`src/rtl/zifi_uart_core_pkg.sv`:
```
// zifi_uart_core_pkg: shared FSM state encodings and the baud divisor helper for the ZiFi UART.
package zifi_uart_core_pkg;
  localparam logic [2:0] TX_IDLE  = 3'd0;
  localparam logic [2:0] TX_START = 3'd1;
  localparam logic [2:0] TX_DATA  = 3'd2;
  localparam logic [2:0] TX_STOP  = 3'd3;
  localparam logic [2:0] RX_IDLE  = 3'd0;
  localparam logic [2:0] RX_START = 3'd1;
  localparam logic [2:0] RX_DATA  = 3'd2;
  localparam logic [2:0] RX_STOP  = 3'd3;
  function automatic int calc_div(input int clk_hz, input int baud);
    return (clk_hz + baud / 2) / baud;
  endfunction
endpackage

```
`src/rtl/zifi_uart_fifo.sv`:
```
// zifi_uart_fifo: single-clock FIFO with a registered head output (zero when empty).
module zifi_uart_fifo #(
  parameter int DEPTH = 16,
  parameter int W     = 8
) (
  input  logic                       clk_bus,
  input  logic                       rst,
  input  logic                       push_i,
  input  logic [W-1:0]               din_i,
  input  logic                       pop_i,
  output logic [W-1:0]               head_o,
  output logic                       full_o,
  output logic                       empty_o,
  output logic [$clog2(DEPTH):0]     count_o
);
  localparam int AW = $clog2(DEPTH);
  logic [W-1:0]  mem_q [DEPTH];
  logic [AW-1:0] wp_q, wp_d, rp_q, rp_d;
  logic [AW:0]   count_q, count_d;
  logic [W-1:0]  head_q, head_d;
  logic          push_ok, pop_ok;
  assign full_o  = count_q == (AW+1)'(DEPTH);
  assign empty_o = count_q == '0;
  assign push_ok = push_i & ~full_o;
  assign pop_ok  = pop_i & ~empty_o;
  assign head_o  = head_q;
  assign count_o = count_q;
  // The head entry may be the byte being written this very cycle, so bypass it from din.
  always_comb begin
    rp_d    = rp_q + AW'(pop_ok);
    wp_d    = wp_q + AW'(push_ok);
    count_d = count_q + (AW+1)'(push_ok) - (AW+1)'(pop_ok);
    head_d  = (count_d == '0) ? '0 : (count_q == (AW+1)'(pop_ok)) ? din_i : mem_q[rp_d];
  end
  always_ff @(posedge clk_bus) begin
    if (rst) begin
      wp_q    <= '0;
      rp_q    <= '0;
      count_q <= '0;
      head_q  <= '0;
    end else begin
      wp_q    <= wp_d;
      rp_q    <= rp_d;
      count_q <= count_d;
      head_q  <= head_d;
    end
  end
  always_ff @(posedge clk_bus) begin
    if (push_ok) mem_q[wp_q] <= din_i;
  end
endmodule

```
`src/rtl/zifi_uart_core.sv`:
```
// zifi_uart_core: 8N1 UART engine with RX FIFO and rts flow control for the ZX-Uno ZiFi port.
// Define UART_FRAME_CHECK_EN to discard received bytes whose stop bit is 0 and flag rx_ferr.
module zifi_uart_core
  import zifi_uart_core_pkg::*;
#(
  parameter int CLK_HZ     = 28000000,
  parameter int BAUD       = 115200,
  parameter int FIFO_DEPTH = 16,
  parameter int RTS_MARGIN = 4
) (
  input  logic       clk_bus,
  input  logic       rst,
  input  logic [7:0] txdata,
  input  logic       txbegin,
  output logic       txbusy,
  output logic [7:0] rxdata,
  output logic       rxrecv,
  input  logic       data_read,
  input  logic       rx,
  output logic       tx,
  output logic       rts,
  output logic       rx_ferr
);
  localparam int DIV = calc_div(CLK_HZ, BAUD);
  localparam int CW  = $clog2(DIV);
  localparam logic [CW-1:0] LAST = CW'(DIV - 1);
  localparam logic [CW-1:0] HALF = CW'(DIV / 2 - 1);
`ifdef UART_FRAME_CHECK_EN
  localparam logic FRAME_CHECK = 1'b1;
`else
  localparam logic FRAME_CHECK = 1'b0;
`endif
  logic [2:0]    tx_state_q, tx_state_d;
  logic [CW-1:0] tx_cnt_q, tx_cnt_d;
  logic [2:0]    tx_bit_q, tx_bit_d;
  logic [7:0]    tx_sh_q, tx_sh_d;
  logic          tx_tick;
  assign tx_tick = tx_cnt_q == LAST;
  assign txbusy  = tx_state_q != TX_IDLE;
  assign tx      = (tx_state_q == TX_START) ? 1'b0 : (tx_state_q == TX_DATA) ? tx_sh_q[0] : 1'b1;
  always_comb begin
    tx_state_d = tx_state_q;
    tx_cnt_d   = (tx_state_q == TX_IDLE || tx_tick) ? '0 : tx_cnt_q + 1'b1;
    tx_bit_d   = tx_bit_q;
    tx_sh_d    = tx_sh_q;
    if (tx_state_q == TX_IDLE && txbegin) begin
      tx_state_d = TX_START;
      tx_sh_d    = txdata;
    end else if (tx_tick) begin
      if (tx_state_q == TX_START) begin
        tx_state_d = TX_DATA;
        tx_bit_d   = '0;
      end else if (tx_state_q == TX_DATA) begin
        tx_sh_d    = tx_sh_q >> 1;
        tx_bit_d   = tx_bit_q + 1'b1;
        tx_state_d = (tx_bit_q == 3'd7) ? TX_STOP : TX_DATA;
      end else if (tx_state_q == TX_STOP) begin
        tx_state_d = TX_IDLE;
      end
    end
  end
  always_ff @(posedge clk_bus) begin
    if (rst) begin
      tx_state_q <= TX_IDLE;
      tx_cnt_q   <= '0;
      tx_bit_q   <= '0;
      tx_sh_q    <= '0;
    end else begin
      tx_state_q <= tx_state_d;
      tx_cnt_q   <= tx_cnt_d;
      tx_bit_q   <= tx_bit_d;
      tx_sh_q    <= tx_sh_d;
    end
  end
  logic          rx_s1_q, rx_s2_q, rx_s3_q;
  logic [2:0]    rx_state_q, rx_state_d;
  logic [CW-1:0] rx_cnt_q, rx_cnt_d;
  logic [2:0]    rx_bit_q, rx_bit_d;
  logic [7:0]    rx_sh_q, rx_sh_d;
  logic          stop_tick, push, frame_err, rd_q, rd_rise;
  logic          rx_ferr_q, rx_ferr_d, rts_q, rts_d;
  logic          fifo_full, fifo_empty;
  logic [$clog2(FIFO_DEPTH):0] fifo_count;
  // rx_s3_q is only an edge-detect delay; rx_s2_q is the synchronised line.
  always_comb begin
    rx_state_d = rx_state_q;
    rx_cnt_d   = rx_cnt_q + 1'b1;
    rx_bit_d   = rx_bit_q;
    rx_sh_d    = rx_sh_q;
    stop_tick  = 1'b0;
    if (rx_state_q == RX_IDLE) begin
      rx_cnt_d   = '0;
      rx_state_d = (rx_s3_q && !rx_s2_q) ? RX_START : RX_IDLE;
    end else if (rx_state_q == RX_START) begin
      if (rx_cnt_q == HALF) begin
        rx_cnt_d   = '0;
        rx_bit_d   = '0;
        rx_state_d = rx_s2_q ? RX_IDLE : RX_DATA;
      end
    end else if (rx_state_q == RX_DATA) begin
      if (rx_cnt_q == LAST) begin
        rx_cnt_d   = '0;
        rx_sh_d    = {rx_s2_q, rx_sh_q[7:1]};
        rx_bit_d   = rx_bit_q + 1'b1;
        rx_state_d = (rx_bit_q == 3'd7) ? RX_STOP : RX_DATA;
      end
    end else if (rx_cnt_q == LAST) begin
      rx_cnt_d   = '0;
      rx_state_d = RX_IDLE;
      stop_tick  = 1'b1;
    end
  end
  assign rd_rise   = data_read & ~rd_q;
  assign push      = stop_tick & (rx_s2_q | ~FRAME_CHECK);
  assign frame_err = stop_tick & ~rx_s2_q & FRAME_CHECK;
  assign rx_ferr_d = (push & fifo_full) | frame_err | (rx_ferr_q & ~rd_rise);
  assign rts_d     = (FIFO_DEPTH - int'(fifo_count)) <= RTS_MARGIN;
  assign rx_ferr   = rx_ferr_q;
  assign rts       = rts_q;
  assign rxrecv    = ~fifo_empty;
  always_ff @(posedge clk_bus) begin
    if (rst) begin
      rx_s1_q    <= 1'b1;
      rx_s2_q    <= 1'b1;
      rx_s3_q    <= 1'b1;
      rx_state_q <= RX_IDLE;
      rx_cnt_q   <= '0;
      rx_bit_q   <= '0;
      rx_sh_q    <= '0;
      rd_q       <= 1'b0;
      rx_ferr_q  <= 1'b0;
      rts_q      <= 1'b0;
    end else begin
      rx_s1_q    <= rx;
      rx_s2_q    <= rx_s1_q;
      rx_s3_q    <= rx_s2_q;
      rx_state_q <= rx_state_d;
      rx_cnt_q   <= rx_cnt_d;
      rx_bit_q   <= rx_bit_d;
      rx_sh_q    <= rx_sh_d;
      rd_q       <= data_read;
      rx_ferr_q  <= rx_ferr_d;
      rts_q      <= rts_d;
    end
  end
  zifi_uart_fifo #(.DEPTH(FIFO_DEPTH), .W(8)) u_rx_fifo (
    .clk_bus (clk_bus),
    .rst     (rst),
    .push_i  (push),
    .din_i   (rx_sh_q),
    .pop_i   (rd_rise),
    .head_o  (rxdata),
    .full_o  (fifo_full),
    .empty_o (fifo_empty),
    .count_o (fifo_count)
  );
endmodule

```
`config.mk`:
```
export PLATFORM = sky130hd
export DESIGN_NAME = zifi_uart_core
export DESIGN_NICKNAME = d
export VERILOG_FILES = /design/src/rtl/zifi_uart_core_pkg.sv /design/src/rtl/zifi_uart_fifo.sv /design/src/rtl/zifi_uart_core.sv
export SDC_FILE = /design/constraint.sdc
export NUM_CORES = 1
export LEC_CHECK = 0
export ABC_AREA = 1
export ABC_CLOCK_PERIOD_IN_PS = 3400
export CORE_MARGIN = 3
export CORE_UTILIZATION = 35
export DETAILED_ROUTE_END_ITERATION = 6
export GPL_TIMING_DRIVEN = 0
export HOLD_SLACK_MARGIN = 0.05
export PLACE_DENSITY = 0.48
export SKIP_CTS_REPAIR_TIMING = 1
export SLEW_MARGIN = 10
export SYNTH_ARGS = -nofsm -noshare
export SYNTH_HDL_FRONTEND = slang
export SYNTH_SLANG_ARGS = --single-unit
```
`constraint.sdc`:
```
create_clock -name clk_bus -period 3.4 [get_ports clk_bus]
set_input_delay 0.68 -clock clk_bus [delete_from_list [all_inputs] [get_ports clk_bus]]
set_output_delay 0.68 -clock clk_bus [all_outputs]
set_load 0.005 [all_outputs]
```
==> out/qor.yml, run 1 <==
synthesis:
  synth-seq-cells: 197
  async_flop_share: 0
  synthTopCellsByArea: "edfxtp_1 45%, dfxtp_1 16%, nand2_1 7.9%, nor2_1 7.3%, ha_1 4.6%"
  yosysTopAreaCellShare: 0.4513
  syn_inst: 887
  syn_nets: 932
  synth_top_area_cell: "edfxtp_1"
  synthDistinctLibCells: 35
  synth_area_mm2: 0.008517
  synth_edf_count: 128
  syn_avg_cell_area_um2: 9.602
  yosysWarnings: 0
  ys.flop_type: "edfxtp_1"
  synth_seq_area_share: 0.6135
sta:
  setup-violations-final: 0
  fin_ws_ps: 249.6
  relSlewSlack: 0.3270
  fmax_ghz: 0.3174
  slew_violations: 0
  hold_viol: 0
  final.min_clock_period_ps: 3150
  tns_ps: 0
  post-route-period-util: 0.9266
  worst_pin_slew_ps: 1008
  rsz0062_at_grt: "no"
  fin_worst_skew_ps: 11.78
worst_setup_path:
  slowest_stage: "dfxtp_1"
  cp_max_fo: 10
  critPathMaxStageDelay_ps: 330
  cp_num_buf_inv: 3
  crit_top_cell: "ha_1"
  start_kind: "flop"
  crit_family: "simple AND/OR/NAND/NOR gates"
  crit_type: "flop to flop"
  cp.arrival_ps: 3510
  cp.required_ps: 3760
  path_cells: "inv_1 > ha_1 > nand2_1 > nor2_1 > ha_1 > nor3_2 > ha_1 > ha_1 > buf_2 > buf_2 > nand2_1 > nand3_1 > nand3_1 > nand2_1 > nor2_1 > nor2_1"
  cp-end-kind: "flop"
cts:
  root_buffer: "clkbuf_16"
  clkLatencyLatePin_ps: 440
  cts_max_path_buffers: 2
  htree_num_levels: 4
  path_clk_slew_ps: 80
  cts_tree: "yes"
  cts_buffers: 17
  clock-sinks: 197
power_and_ir_drop:
  p_per_area_mw_per_mm2: 670.4
  peakVddDrop_uv: 357.7
  power_mw: 6.566
  power_leakage_nw: 3.515
global_routing:
  grt_pass1_wl_um: 33900
  grt_start_max_net_pins: 21
  grt_pass1_vias: 5965
  grt_antenna_before_repair: 0
  grt-ovfl-total: 0
  grt_use_total: 0.1711
route:
  routedWlPerCell_um: 17.07
  antenna_left: 0
  drt_iter0_drc: 381
  routed_wl_um: 21560
  drcViolationCount: 0
  first_pass_iters: 5
  avgViaCountPerCell: 4.763
  vias: 6016
floorplan:
  rows: 56
  die_h_um: 162.0
  io_pins: 26
  core_mm2: 0.02368
  die_w_um: 162.0
  die_area_mm2: 0.02624
  initial_utilization: 0.3596
place:
  portBuffers: 24
  dp_slack_ps: -414.7
  place_congestion: 0.8799
  hpwl_um: 14970
layout:
  drive_gt1_frac: 0.07097
  antennaDiodeCount: 0
  nNetsFinal: 976
  syn_to_final_growth_pct: 15.00
  final_common_cell: "nand2_1"
  fillers: 2391
  mostFrequentLayoutCells: "179 x nand2_1, 166 x nor2_1, 128 x edfxtp_1, 69 x dfxtp_1, 68 x nand3_1"
status:
  outcome: "finished, final reports clean"
worst_hold_path:
  hold_path_class: "flop to flop"
run:
  maxCapViolations: 0
cell families after synthesis:
kind of cell | Yosys count | synth area share
and+or+nand+nor | 443 | 0.2160
DFF | 197 | 0.6135
AOI/OAI and AO/OA | 107 | 0.06391
buffers and inverters | 98 | 0.04583
adders and majority gates | 32 | 0.04789
xor gates and xnor gates | 10 | 0.01293
flip-flops by register name, summed over array words and instances (netlist names), 4 cells and up:
signal and flops:
u_rx_fifo.head_o 8, u_rx_fifo.mem_q 128, rx_cnt_q 8, u_rx_fifo.rp_q 4, u_rx_fifo.wp_q 4, rx_sh_q 8, u_rx_fifo.count_o 5, tx_cnt_q 8
tx_sh_q 8
where the power goes:
part | total [mW] | leakage (nW) | internal (mW) | switching [mW]
clock network | 2.05 | 0.298 | 1.06 | 0.990
logic | 1.85 | 1.74 | 0.625 | 1.22
registers | 2.67 | 1.48 | 2.62 | 0.0471
layout make-up:
type	count	area, um^2	area share
Buffer	28	132.6	0.01354
Clock buffer	17	425.4	0.04343
Clock inverter	15	176.4	0.01801
Inverter	70	262.8	0.02683
Multi-Input combinational cell	592	2925	0.2987
Sequential cell	197	5225	0.5335
Tap cell	319	399.1	0.04075
Timing Repair Buffer	25	247.7	0.02529
per-stage QoR:
stage	instances	cell area (um^2)	utilization	hold WS (ps)
6_report	1263	9794	0.4136	421.0
5_1_grt	1263	9794	0.4136	444.3
4_1_cts	1263	9772	0.4126	427.4
3_5_place_dp	1231	9170	0.3872	398.4
3_3_place_gp	1230	9156	0.3866	395.3
2_1_floorplan	887	8517	-	389.5
path summary, 6_finish.rpt:
check | cells after the start | slack [ps] | end | start
max reg2reg | 16 | 250 | u_rx_fifo.head_o[3]$_SDFF_PP0_ | u_rx_fifo.count_o[2]$_SDFF_PP0_
min reg2reg | 1 | 420 | rx_s2_q$_SDFF_PP1_ | rx_s1_q$_SDFF_PP1_
min | 1 | 420 | rx_s2_q$_SDFF_PP1_ | rx_s1_q$_SDFF_PP1_
max | 16 | 250 | u_rx_fifo.head_o[3]$_SDFF_PP0_ | u_rx_fifo.count_o[2]$_SDFF_PP0_
synth_stat cells, drive strengths merged, types with 2 or more instances:
cell and count:
xor2 4, nand3 70, o21ai 71, inv 70, buf 17, nand3b 4, or2 2, nand4 6
dfxtp 69, nor2 167, nor3b 2, a21oi 32, edfxtp 128, ha 31, clkbuf 11, nand2 180
nor3 10, xnor2 6
routing by layer:
layer | vias up | routed length (um) | track usage
li1 | 3047 | - | -
met1 | 2830 | 9988 | 0.2334
met2 | 118 | 10320 | 0.2807
met3 | 21 | 822 | 0.03009
met4 | 0 | 430 | 0.05041
met5 | - | 0 | 0
Note: power is estimated with default switching activity, not from simulation.
==> inputs of run 2 (changes only) <==
- CORE_UTILIZATION: 35 -> 60
- PLACE_DENSITY: 0.48 -> 0.76
- SYNTH_HIERARCHICAL: default -> 1
==> out/qor.yml, run 2 <==
floorplan:
  rows: 43  # -23%
  core_mm2: 0.01420  # -40%
  die_w_um: 127.8  # -21%
  io_pins: 26  # unchanged
  initial_utilization: 0.6266  # +0.2670
  die_area_mm2: 0.01633  # -38%
  die_h_um: 127.8  # -21%
worst_setup_path:
  cp.required_ps: 3770  # about the same
  cp-end-kind: "flop"
  crit_top_cell: "inv_1"
  start_kind: "flop"
  path_cells: "inv_1 > ha_2 > nor2_4 > inv_2 > nor3_4 > inv_1 > nor2_4 > inv_1 > ha_1 > inv_1 > ha_1 > inv_1 > fa_1 > nand3b_1 > nand3_1 > nand3_2 > nand3_4 > nand2_1 > nor2_2"
  reg2regPathDepth: 19  # +3
  crit_type: "flop to flop"
  cp_max_fo: 8  # -2
  timing.rr.end: "u_rx_fifo/head_o[2]$_SDFF_PP0_"
  cp.arrival_ps: 3600  # +90 ps
  slowest_stage: "fa_1"
  critPathMaxStageDelay_ps: 400  # +70 ps
  rrSetupSlack_ps: 180  # -70 ps
  r2r_start: "rx_state_q[0]$_SDFFE_PP0P_"
route:
  drcViolationCount: 0  # unchanged
  antenna_left: 0  # unchanged
  dr_wl_met3_um: 1212  # +47%
  drt_iter0_drc: 756  # +98%
  first_pass_iters: 5  # unchanged
  routedWlPerCell_um: 16.01  # -6.2%
  top_layer_used: "met4"
  avgViaCountPerCell: 5.413  # +14%
  wl_met1_um: 8196  # -18%
  vias: 6517  # +8.3%
  routed_wl_um: 19280  # -11%
  met2_length_um: 9199  # -11%
power_and_ir_drop:
  switching_share: 0.3420  # -0.002212
  p_per_area_mw_per_mm2: 701.1  # +4.6%
  power_leakage_nw: 4.171  # +19%
  comb_power_share: 0.318  # +0.037
  p_clk_frac: 0.301  # -0.011
  intPower_mw: 4.650  # +8.0%
  power_mw: 7.066  # +7.6%
  peakVddDrop_uv: 394.8  # +10%
  sequentialPowerShare: 0.381  # -0.026
  p_switching_mw: 2.417  # +6.9%
cts:
  cts_max_path_buffers: 2  # unchanged
  clkLatencyLatePin_ps: 440  # about the same
  htree_num_levels: 4  # unchanged
  cts_buffers: 17  # unchanged
  clock-sinks: 197  # unchanged
  root_buffer: "clkbuf_16"
  path_clk_slew_ps: 70  # about the same
  cts_tree: "yes"
sta:
  tns_ps: 0  # unchanged
  worst_pin_slew_ps: 989.2  # -18.88 ps
  hold_viol: 0  # unchanged
  relSlewSlack: 0.3396  # +0.01260
  post-route-period-util: 0.9483  # +0.02174
  fmax_ghz: 0.3101  # -2.3%
  fin_worst_skew_ps: 7.724  # -4.055 ps
  slew_violations: 0  # unchanged
  final.min_clock_period_ps: 3224  # +73.92 ps
  setup-violations-final: 0  # unchanged
synthesis:
  synth_top_family_by_area: "simple AND/OR/NAND/NOR gates"
  synth_xor_area_frac: 0.01237  # -0.0005562
  synth_edf_count: 128  # unchanged
  synth_common_cells: "234 x nand2_1, 128 x edfxtp_1, 124 x nor2_1, 120 x inv_1, 88 x nand3_1"
  synth_top_area_cell: "edfxtp_1"
  syn_nets: 1006  # +7.9%
  synth-adder-area-share: 0.04021  # -0.007684
  yosysTopAreaCellShare: 0.4319  # -0.01941
  synth-seq-cells: 197  # unchanged
  ys.flop_type: "edfxtp_1"
  synthDistinctLibCells: 37  # +5.7%
  yosys.area_share.simple: 0.2494  # +0.03345
  syn_avg_cell_area_um2: 9.223  # -4.0%
  yosysWarnings: 6  # +6
  async_flop_share: 0  # unchanged
  yosysMostFrequentCell: "nand2_1"
  synthMuxAreaShare: 0  # unchanged
  synth_seq_area_share: 0.5871  # -0.02639
  synthTopCellsByArea: "edfxtp_1 43%, dfxtp_1 16%, nand2_1 9.9%, nor2_1 5.2%, inv_1 5.1%"
  syn_inst: 965  # +8.8%
  synth-compound-area-share: 0.04007  # -0.02384
  synth_area_mm2: 0.008900  # +4.5%
layout:
  antennaDiodeCount: 0  # unchanged
  final_common_cell: "nand2_1"
  fin_area_mm2: 0.01008  # +2.9%
  largest_reg_flops: 128  # unchanged
  syn_to_final_growth_pct: 13.24
  fillers: 1084  # -55%
  instances_no_fill: 1204  # -4.7%
  drive_gt1_frac: 0.1152  # +0.04426
  fin_util: 0.7096  # +0.2960
  mostFrequentLayoutCells: "234 x nand2_1, 128 x edfxtp_1, 122 x nor2_1, 120 x inv_1, 86 x nand3_1"
  nNetsFinal: 1052  # +7.8%
  top_register: "u_rx_fifo/mem_q"
worst_hold_path:
  min_to: "rx_s2_q$_SDFF_PP1_"
  hold_depth: 1  # unchanged
  hp-start: "rx_s1_q$_SDFF_PP1_"
  hold_path_class: "flop to flop"
place:
  portBuffers: 25  # +4.2%
  placed_cells: 1170  # -5.0%
  hpwl_um: 12750  # -15%
  placed_area_mm2: 0.009375  # +2.2%
  place_congestion: 0.8720  # -0.90%
global_routing:
  grt_antenna_before_repair: 0  # unchanged
  grt_pass1_wl_um: 30260  # -11%
  grt_use_total: 0.2426  # +0.07150
  grt-ovfl-total: 0  # unchanged
  grt_start_max_net_pins: 20  # -4.8%
  grt_pass1_vias: 6027  # +1.0%
status:
  outcome: "finished, final reports clean"
run:
  maxCapViolations: 0  # unchanged
## run 2: final cells by class
type                            instances  area, um^2  share of cell area
Buffer                                 28       137.6             0.01366
Clock buffer                           22       528.0             0.05239
Clock inverter                         10       110.1             0.01092
Inverter                              130       493.0             0.04891
Multi-Input combinational cell        610        3093              0.3069
Sequential cell                       197        5226              0.5186
Tap cell                              180       225.2             0.02235
Timing Repair Buffer                   27       265.3             0.02632
## run 2: layer usage
layer / global-route usage / up-vias
li1: - / 3200
met1: 0.3164 / 3034
met2: 0.3943 / 242
met3: 0.04417 / 41
met4: 0.1161 / 0
met5: 0 / -
## run 2: power by group through the flow
stage	clock network, mW	logic, mW	registers (mW)
after floorplan	0	1.44	2.75
after global placement	0	2.08	2.74
after detailed placement	0	2.11	2.75
after CTS	2.14	2.14	2.69
after global routing	2.24	2.47	2.71
final	2.13	2.25	2.70
## run 2: kinds of logic after synthesis
logic type                 after synthesis
and+or+nand+nor                        503
buffers and inverters                  158
DFF                                    197
xor gates and xnor gates                10
adders and majority gates               28
AOI/OAI and AO/OA                       69
## run 2: stage by stage
stage | hold slack, ps | setup WS, ps
detailed placement | 408.5 | -382.8
global route | 452.3 | -1.598
CTS | 433.5 | -401.4
floorplan | 389.5 | 306.5
finish | 429.5 | 175.7
global placement | 404.2 | -289.3
## run 2: worst max-delay path, delay by kind of cell, from the launching register on
kind / cells / cell delay [ps]
AND/OR/NAND/NOR: 9 / 1270
flip-flops: 1 / 380
adder cells (fa/ha/maj): 4 / 1070
buffers and inverters: 6 / 420
## run 2: worst max path at each step
stage	slack [ps]	startpoint	end
6_report	180	rx_state_q[0]$_SDFFE_PP0P_	u_rx_fifo/head_o[2]$_SDFF_PP0_
3_5_place_dp	-380	rx_state_q[0]$_SDFFE_PP0P_	u_rx_fifo/head_o[2]$_SDFF_PP0_
3_3_place_gp	-290	rx_state_q[0]$_SDFFE_PP0P_	u_rx_fifo/head_o[2]$_SDFF_PP0_
2_1_floorplan	310	rx_state_q[0]$_SDFFE_PP0P_	u_rx_fifo/head_o[0]$_SDFF_PP0_
4_1_cts	-400	rx_state_q[0]$_SDFFE_PP0P_	u_rx_fifo/head_o[2]$_SDFF_PP0_
5_1_grt	-2	rx_state_q[0]$_SDFFE_PP0P_	u_rx_fifo/head_o[2]$_SDFF_PP0_
